==> config.mk <==
export PLATFORM = sky130hd
export DESIGN_NAME = q_hs_source
export DESIGN_NICKNAME = d
export VERILOG_FILES = /design/src/rtl/q_hs_source.sv
export SDC_FILE = /design/constraint.sdc
export NUM_CORES = 1
export LEC_CHECK = 0
export BUFFER_PORTS_ARGS = -buffer_cell sky130_fd_sc_hd__buf_4
export CORE_ASPECT_RATIO = 0.9
export CORE_MARGIN = 8
export CORE_UTILIZATION = 56
export DETAILED_ROUTE_END_ITERATION = 12
export GPL_ROUTABILITY_DRIVEN = 0
export MAX_ROUTING_LAYER = met4
export PLACE_DENSITY = 0.78
export SYNTH_ARGS = -nofsm -noshare
export SYNTH_HDL_FRONTEND = slang
export SYNTH_SLANG_ARGS = --single-unit
==> constraint.sdc <==
create_clock -name clk -period 3.25 [get_ports clk]
set_input_delay 0.325 -clock clk [delete_from_list [all_inputs] [get_ports clk]]
set_output_delay 0.325 -clock clk [all_outputs]
set_load 0.005 [all_outputs]
==> src/rtl/q_hs_source.sv <==
// Clocked four-phase (return-to-zero) bundled-data source with an input FIFO.
// Optional request timeout is enabled by defining Q_HS_SOURCE_TIMEOUT_EN.
module q_hs_source #(
    parameter int WIDTH        = 8,
    parameter int DEPTH        = 4,
    parameter int SYNC_STAGES  = 2,
    parameter int SETUP_CYCLES = 1,
    parameter int CNT_W        = 16
`ifdef Q_HS_SOURCE_TIMEOUT_EN
    , parameter int TIMEOUT    = 255
`endif
) (
    input  logic             clk,
    input  logic             rst,
    input  logic [WIDTH-1:0] data_in,
    input  logic             valid_in,
    output logic             ready_in,
    output logic [WIDTH-1:0] data_out,
    output logic             req_out,
    input  logic             ack_in,
    output logic             busy,
    output logic [CNT_W-1:0] tx_count
`ifdef Q_HS_SOURCE_TIMEOUT_EN
    , output logic           err_timeout
`endif
);

    localparam int PTR_W  = (DEPTH > 1) ? $clog2(DEPTH) : 1;
    localparam int FCNT_W = PTR_W + 1;
    localparam int SC_W   = (SETUP_CYCLES > 1) ? $clog2(SETUP_CYCLES + 1) : 1;
`ifdef Q_HS_SOURCE_TIMEOUT_EN
    localparam int TO_W   = (TIMEOUT > 1) ? $clog2(TIMEOUT) : 1;
`endif

    typedef enum logic [2:0] {IDLE, SETUP, REQ_HI, REQ_LO, DRAIN} state_t;

    // ack synchroniser
    logic [SYNC_STAGES-1:0] sync_reg;
    logic                   ack_s;

    always_ff @(posedge clk) begin
        if (rst) begin
            sync_reg <= '0;
        end else begin
            sync_reg <= {sync_reg[SYNC_STAGES-2:0], ack_in};
        end
    end

    assign ack_s = sync_reg[SYNC_STAGES-1];

    // input FIFO
    logic [WIDTH-1:0]  mem [DEPTH];
    logic [PTR_W-1:0]  wr_ptr_reg;
    logic [PTR_W-1:0]  rd_ptr_reg;
    logic [FCNT_W-1:0] count_reg;
    logic              full;
    logic              empty;
    logic              push;
    logic              pop;
    logic              run_reg;

    assign full     = (count_reg == FCNT_W'(DEPTH));
    assign empty    = (count_reg == '0);
    assign ready_in = run_reg && !full;
    assign push     = valid_in && ready_in;

    always_ff @(posedge clk) begin
        if (push) begin
            mem[wr_ptr_reg] <= data_in;
        end
    end

    always_ff @(posedge clk) begin
        if (rst) begin
            wr_ptr_reg <= '0;
            rd_ptr_reg <= '0;
            count_reg  <= '0;
            run_reg    <= 1'b0;
        end else begin
            run_reg <= 1'b1;
            if (push) begin
                wr_ptr_reg <= wr_ptr_reg + PTR_W'(1);
            end
            if (pop) begin
                rd_ptr_reg <= rd_ptr_reg + PTR_W'(1);
            end
            case ({push, pop})
                2'b10:   count_reg <= count_reg + FCNT_W'(1);
                2'b01:   count_reg <= count_reg - FCNT_W'(1);
                default: count_reg <= count_reg;
            endcase
        end
    end

    // handshake FSM
    state_t            state_reg, state_next;
    logic [SC_W-1:0]   setup_reg, setup_next;
    logic              req_reg, req_next;
    logic [WIDTH-1:0]  data_reg, data_next;
    logic [CNT_W-1:0]  tx_reg, tx_next;
`ifdef Q_HS_SOURCE_TIMEOUT_EN
    logic [TO_W-1:0]   to_reg, to_next;
    logic              err_reg, err_next;
`endif

    always_ff @(posedge clk) begin
        if (rst) begin
            state_reg <= IDLE;
            setup_reg <= '0;
            req_reg   <= 1'b0;
            data_reg  <= '0;
            tx_reg    <= '0;
`ifdef Q_HS_SOURCE_TIMEOUT_EN
            to_reg    <= '0;
            err_reg   <= 1'b0;
`endif
        end else begin
            state_reg <= state_next;
            setup_reg <= setup_next;
            req_reg   <= req_next;
            data_reg  <= data_next;
            tx_reg    <= tx_next;
`ifdef Q_HS_SOURCE_TIMEOUT_EN
            to_reg    <= to_next;
            err_reg   <= err_next;
`endif
        end
    end

    always_comb begin
        state_next = state_reg;
        setup_next = setup_reg;
        req_next   = req_reg;
        data_next  = data_reg;
        tx_next    = tx_reg;
        pop        = 1'b0;
`ifdef Q_HS_SOURCE_TIMEOUT_EN
        to_next    = to_reg;
        err_next   = err_reg;
`endif
        case (state_reg)
            IDLE: begin
                // a stale ack must be seen low before any new word is offered
                if (ack_s) begin
                    state_next = DRAIN;
                end else if (!empty) begin
                    pop        = 1'b1;
                    data_next  = mem[rd_ptr_reg];
                    setup_next = SC_W'(SETUP_CYCLES);
                    state_next = SETUP;
                end
            end
            SETUP: begin
                setup_next = setup_reg - SC_W'(1);
                if (setup_reg == SC_W'(1)) begin
                    req_next   = 1'b1;
                    state_next = REQ_HI;
`ifdef Q_HS_SOURCE_TIMEOUT_EN
                    to_next    = '0;
`endif
                end
            end
            REQ_HI: begin
                if (ack_s) begin
                    req_next   = 1'b0;
                    state_next = REQ_LO;
`ifdef Q_HS_SOURCE_TIMEOUT_EN
                    to_next    = '0;
                end else if (to_reg == TO_W'(TIMEOUT - 1)) begin
                    err_next   = 1'b1;
                    req_next   = 1'b0;
                    state_next = DRAIN;
                end else begin
                    to_next    = to_reg + TO_W'(1);
`endif
                end
            end
            REQ_LO: begin
                if (!ack_s) begin
                    tx_next    = tx_reg + CNT_W'(1);
                    state_next = IDLE;
`ifdef Q_HS_SOURCE_TIMEOUT_EN
                end else if (to_reg == TO_W'(TIMEOUT - 1)) begin
                    err_next   = 1'b1;
                    req_next   = 1'b0;
                    state_next = DRAIN;
                end else begin
                    to_next    = to_reg + TO_W'(1);
`endif
                end
            end
            DRAIN: begin
                req_next = 1'b0;
                if (!ack_s) begin
                    state_next = IDLE;
                end
            end
            default: begin
                req_next   = 1'b0;
                state_next = IDLE;
            end
        endcase
    end

    assign data_out = data_reg;
    assign req_out  = req_reg;
    assign tx_count = tx_reg;
    assign busy     = !empty || (state_reg != IDLE);
`ifdef Q_HS_SOURCE_TIMEOUT_EN
    assign err_timeout = err_reg;
`endif

endmodule

==> metrics.md, run 1 <==
| Metric | Value |
|---|---|
| Outcome | complete, no violations |
| DR pass1 iterations | 4 |
| Via density | 5.45 |
| R2R Path End | count_reg[2]$_SDFFE_PP0P_ |
| Critical path class | reg2reg |
| Least-Margin Pin Slew | 0.640 ns |
| First-pass GRT wire length | 8.80 mm |
| Synth cell types | 40 |
| EDFF count, synth | 32 |
| Remaining global-route overflow | 0 |
| Worst Skew | 0.0107 ns |
| Largest register FFs | 32 |
| Number of global-route vias before repair | 1,842 |
| Final hold violation count | 0 |
| Layout fillers | 365 |
| Async SR Flop Fraction | 0% |
| Cts repair resizes | 0 |
| Pleak | 1.23 nW |
| #FFs+latches synth | 71 |
| CTS tree | yes |
| Tcrit/Tclk final | 74.8% |
| Largest Register | mem |
| Syn_nets | 249 |
| Maximum vdd drop | 0.000479 V |
| Rel. slew slack | 56.6% |
| Layout net count | 289 |
| Detailed Route WL | 5.31 mm |
| Wire length per cell | 15.6 µm |
| Clock Latency Late Sink | 0.34 ns |
| PortBufs | 38 |
| Net switching component of the power | 0.686 mW |
| Fraction of layout cells with a size suffix above 1 | 24.4% |
| CTS Root Cell | clkbuf_8 |
| GRT Total Usage | 15.1% |
| Peak Freq | 412 MHz |
| Final slew viol count | 0 |
| Post-route minimum period | 2.43 ns |
| Startpoint types | flop |
| Setup TNS | 0 ns |
| Crit path to | count_reg[2]$_SDFFE_PP0P_ |
| CP Data Required Time | 3.51 ns |
| Diode count | 0 |
| Final setup violating endpoints | 0 |
| Seq/Total Area, Yosys | 60.8% |
| RSZ-0062 raised after global routing | no |
| DR DRC count | 0 |
| Num CTS Buffers | 9 |
| Synthesized area | 0.00287 mm² |
| Area of the core | 0.00489 mm² |
| Crit path launch | count_reg[2]$_SDFFE_PP0P_ |
| Area Growth Syn to Fin | 18.3% |
| Total number of vias | 1,854 |
| Core Util, Final | 69.3% |
| Worst-path clk slew | 0.07 ns |
| Worst-path fanout max | 4 |
| Sink Count | 71 |
| H-tree lvl count | 3 |
| Max-cap violations | 0 |
| Reg power frac | 47.8% |
| CP arrival | 2.69 ns |
| Post-route ant nets | 0 |
| Synthesized area per cell | 12.5 µm² |
| Synth Instances | 230 |
| Hold Path Class | in2reg |
| CTS Buffer Depth | 2 |
| Std cell rows | 24 |
| Post-CTS Setup Bufs | 0 |
| CP endpoint kind | flop |
| Internal | 1.70 mW |
| FF-to-FF setup slack | 0.82 ns |
| Ys Warns | 0 |
| Most used flip-flop cell after synthesis | dfxtp_1 |
| CTS Hold Buffers Added | 0 |
| Die Y | 83.9 µm |
| Io pins | 39 |
| Sw Ratio | 28.8% |
| 1st-iter DRT viols | 115 |
| Pwr dens | 703 mW/mm² |
| R2R Path Start | count_reg[2]$_SDFFE_PP0P_ |
| Largest net degree at the start of global routing | 40 |
| Antenna violations before repair | 0 |
| Clk network pwr share | 27.7% |
| Comb power frac | 24.5% |
| R2R depth | 8 |
| Die area | 0.00766 mm² |
| Detail Placement HPWL | 3.66 mm |
| Initial core utilization | 58.5% |
| Chip width | 91.4 µm |
## cell type report
| cell class | count | area, µm² | share of cell area [%] |
|---|---|---|---|
| Clock inverter | 6 | 62.6 | 1.85 |
| Timing Repair Buffer | 39 | 293 | 8.63 |
| Inverter | 8 | 30.0 | 0.886 |
| Multi-Input combinational cell | 141 | 1050 | 31.1 |
| Sequential cell | 71 | 1740 | 51.4 |
| Tap cell | 65 | 81.3 | 2.40 |
| Clock buffer | 10 | 128 | 3.76 |
## synth_stat cells, types with 2 or more instances
cell type / n / share of area, %
nand4_1: 5 / 1.1
nand2_1: 11 / 1.4
dfxtp_1: 39 / 27
nor3_1: 6 / 1.0
xnor2_1: 9 / 2.8
clkbuf_1: 3 / 0.39
nand3_1: 5 / 0.87
inv_1: 8 / 1.0
xor2_1: 7 / 2.1
and4_1: 2 / 0.61
buf_1: 4 / 0.52
nor2_1: 28 / 3.7
mux4_2: 8 / 6.3
mux2i_1: 9 / 3.1
buf_2: 2 / 0.35
nor4_1: 3 / 0.66
o21ai_0: 5 / 0.87
nor2b_1: 3 / 0.66
edfxtp_1: 32 / 34
or3_1: 5 / 1.1
a21oi_1: 9 / 1.6
ha_1: 6 / 2.6
and3_1: 4 / 0.87
## power groups by stage
| stage | clock [mW] | sequential [mW] | combinational (mW) |
|---|---|---|---|
| after floorplan | 0 | 1.10 | 0.441 |
| after global placement | 0 | 1.15 | 0.563 |
| after detailed placement | 0 | 1.16 | 0.585 |
| after CTS | 0.681 | 1.14 | 0.591 |
| after global routing | 0.721 | 1.16 | 0.650 |
| final | 0.660 | 1.14 | 0.583 |
## placed cells by master (no fill, tap or decap), types with 2 or more instances in the layout
master      count
mux4_2          8
dfxtp_1        39
clkinvlp_4      3
nor2b_1         3
edfxtp_1       32
xor2_1          7
xnor2_1         9
mux2i_1         9
nand2_1        11
nor4_1          3
o21ai_0         5
inv_1           8
clkbuf_8        9
a21oi_1         9
nand4_1         5
nand3_1         5
ha_1            6
nor2_1         28
nor3_1          5
and4_1          2
and3_1          4
buf_4          39
or3_1           5
clkinv_2        2
## worst min-delay path by stage
stage                                 from                     end  slack, ns  cells after the start
finish                          data_in[4]     mem[3][4]$_DFFE_PP_       0.19                      1
global route                    data_in[6]     mem[3][6]$_DFFE_PP_       0.16                      1
CTS                             data_in[4]     mem[3][4]$_DFFE_PP_       0.17                      1
detailed placement  sync_reg[0]$_SDFF_PP0_  sync_reg[1]$_SDFF_PP0_       0.44                      1
global placement    sync_reg[0]$_SDFF_PP0_  sync_reg[1]$_SDFF_PP0_       0.42                      1
floorplan                              rst         run_reg$_DFF_P_       0.40                      1
## layer usage
layer	share of wire [%]	global-route usage, %	routed length [µm]
met4	1.6	5.35	84
met1	45	17.6	2400
met2	48	22.7	2550
met3	5.0	6.38	266
met5	0	-	0
## critical path: stages, from the launching register on
cell	delay (ns)
dfxtp_1	0.37
inv_1	0.07
o311ai_1	0.59
ha_1	0.29
inv_1	0.06
fa_1	0.37
xor2_1	0.16
or3_1	0.32
a21oi_1	0.14
## through the flow
step	cell area [µm²]	power [mW]	hold WS, ns	setup WS (ns)	cells
2_1_floorplan	2870	1.54	0.400	0.785	230
3_3_place_gp	3200	1.72	0.424	0.968	324
3_5_place_dp	3200	1.75	0.436	0.848	324
4_1_cts	3390	2.41	0.169	0.808	340
5_1_grt	3390	2.53	0.165	0.685	340
6_report	3390	2.38	0.187	0.820	340
## cell families (layout without fill, tap and decap cells)
logic type      after synthesis  after routing  synth area share [%]
simple gates                 79             79                  14.2
flops                        71             71                  60.8
compound gates               22             22                  4.76
buf+inv                      18             63                  2.58
mux                          17             17                  9.43
xor+xnor                     16             16                  4.89
fa+ha+maj                     7              7                  3.32
Power figures use the tool's default switching activity.
==> run 2: changes to the inputs <==
- clock period: 3.25 -> 2.4 ns (I/O delays scaled with it)
==> metrics.md, run 2 (synthesis gave the netlist of run 1 again) <==
| Metric | Value |
|---|---|
| Outcome | complete, no violations |
| Worst-path clk slew | 0.07 ns |
| Least-Margin Pin Slew | 0.614 ns |
| Area of the core | 0.00489 mm² |
| Sw Ratio | 27.5% |
| Die Y | 83.9 µm |
| Worst-path fanout max | 7 |
| CTS Root Cell | clkbuf_8 |
| Fraction of layout cells with a size suffix above 1 | 25.7% |
| Final hold violation count | 0 |
| Worst hold path cell count | 1 |
| R2R depth | 8 |
| Commonest non-fill, non-tap cell in the layout | buf_4 |
| Via density | 5.45 |
| Worst Skew | 0.00943 ns |
| Post-route ant nets | 0 |
| Tcrit/Tclk final | 94.5% |
| CP arrival | 2.53 ns |
| Hold slack | 0.104 ns |
| Comb power frac | 25.1% |
| Num CTS Buffers | 9 |
| DR pass1 iterations | 4 |
| Area Growth Syn to Fin | 20.7% |
| Critical path class | reg2reg |
| Net switching component of the power | 0.930 mW |
| Antenna violations before repair | 0 |
| R2R Path Start | state_reg[2]$_SDFFE_PP0P_ |
| Initial core utilization | 58.5% |
| Largest net degree at the start of global routing | 40 |
| Maximum vdd drop | 0.000562 V |
| Min-Delay Startpoint | data_in[1] |
| Post-CTS Setup Bufs | 0 |
| Sink Count | 71 |
| First-pass GRT wire length | 8.93 mm |
| Number of global-route vias before repair | 1,832 |
| Reg power frac | 44.4% |
| Pleak | 1.27 nW |
| Internal | 2.45 mW |
| Std cell rows | 24 |
| Layout net count | 294 |
| Pwr dens | 978 mW/mm² |
| PortBufs | 38 |
| Io pins | 39 |
| Clock Latency Late Sink | 0.33 ns |
| Diode count | 0 |
| R2R Path End | count_reg[2]$_SDFFE_PP0P_ |
| Hold Path Class | in2reg |
| Max-cap violations | 0 |
| Overall Power | 3.38 mW |
| Final setup violating endpoints | 0 |
| Final slew viol count | 0 |
| Most frequent cells in the layout | buf_4 (44), dfxtp_1 (39), edfxtp_1 (32) |
| Clk network pwr share | 30.5% |
| Setup TNS | 0 ns |
| GRT Total Usage | 15.3% |
| Largest register FFs | 32 |
| Chip width | 91.4 µm |
| Detail Placement HPWL | 3.66 mm |
| DR DRC count | 0 |
| Post-route minimum period | 2.27 ns |
| 1st-iter DRT viols | 95 |
| Wire length per cell | 15.3 µm |
| Hold Path End | mem[3][1]$_DFFE_PP_ |
| Detailed Route WL | 5.28 mm |
| Rel. slew slack | 58.7% |
| Total number of vias | 1,880 |
| CTS tree | yes |
| CP endpoint kind | flop |
| CTS Hold Buffers Added | 0 |
| Remaining global-route overflow | 0 |
| Die area | 0.00766 mm² |
| CTS Buffer Depth | 2 |
| Peak Freq | 441 MHz |
| FF-to-FF setup slack | 0.13 ns |
| H-tree lvl count | 3 |
| Startpoint types | flop |
| Cts repair resizes | 0 |
| CP Data Required Time | 2.66 ns |
| RSZ-0062 raised after global routing | no |
| Largest Register | mem |
run 2: cell count changes in the layout (fill, tap and decap cells not counted), sizes merged:
cell / change
clkinvlp: -1
bufinv: +1
buf: +5
run 2: layout make-up:
type                            count  area [µm²]
Inverter                            8        30.0
Timing Repair Buffer               44         330
Fill cell                         348        1440
Clock inverter                      6        83.8
Multi-Input combinational cell    141        1050
Clock buffer                       10         138
Sequential cell                    71        1740
Tap cell                           65        81.3
run 2: worst max-delay path by stage:
stage                     cells after the start  slack [ns]                   endpoint                      start
after floorplan                              10       0.001  count_reg[2]$_SDFFE_PP0P_  state_reg[0]$_SDFFE_PP0P_
after detailed placement                      8        0.17  count_reg[2]$_SDFFE_PP0P_  state_reg[2]$_SDFFE_PP0P_
after global placement                        8        0.22  count_reg[2]$_SDFFE_PP0P_  state_reg[2]$_SDFFE_PP0P_
after CTS                                     8        0.14  count_reg[2]$_SDFFE_PP0P_  state_reg[2]$_SDFFE_PP0P_
final                                         8        0.13  count_reg[2]$_SDFFE_PP0P_  state_reg[2]$_SDFFE_PP0P_
after global routing                          8        0.03  count_reg[2]$_SDFFE_PP0P_  state_reg[2]$_SDFFE_PP0P_
run 2: power by group through the flow:
stage	Combinational, mW	Sequential [mW]	Clock [mW]
after global routing	0.941	1.53	1.11
after floorplan	0.604	1.49	0
after detailed placement	0.849	1.53	0
after global placement	0.830	1.52	0
after CTS	0.859	1.51	1.05
final	0.850	1.50	1.03
run 2: metal layers:
metal	part of all wire [%]	up-vias	global-route usage, %
met5	0	-	-
met3	5.2	4	5.49
met1	44	908	17.8
met4	0.76	0	5.35
met2	50	46	23.8
li1	-	922	-
run 2: critical path, stage by stage, from the launching register on:
cell and delay (ns):
dfxtp_1 0.36, or3_1 0.41, nor3_2 0.15, ha_1 0.23
inv_1 0.06, fa_1 0.37, xor2_1 0.17, or3_1 0.31
a21oi_1 0.14
run 2: stage by stage:
step / cell area (µm²) / std cells / util (%) / worst slack (ns)
2_1_floorplan: 2870 / 230 / - / 0.00109
3_3_place_gp: 3240 / 329 / 66.2 / 0.217
3_5_place_dp: 3240 / 329 / 66.2 / 0.174
4_1_cts: 3460 / 345 / 70.7 / 0.138
5_1_grt: 3460 / 345 / 70.7 / 0.0347
6_report: 3460 / 345 / 70.7 / 0.133
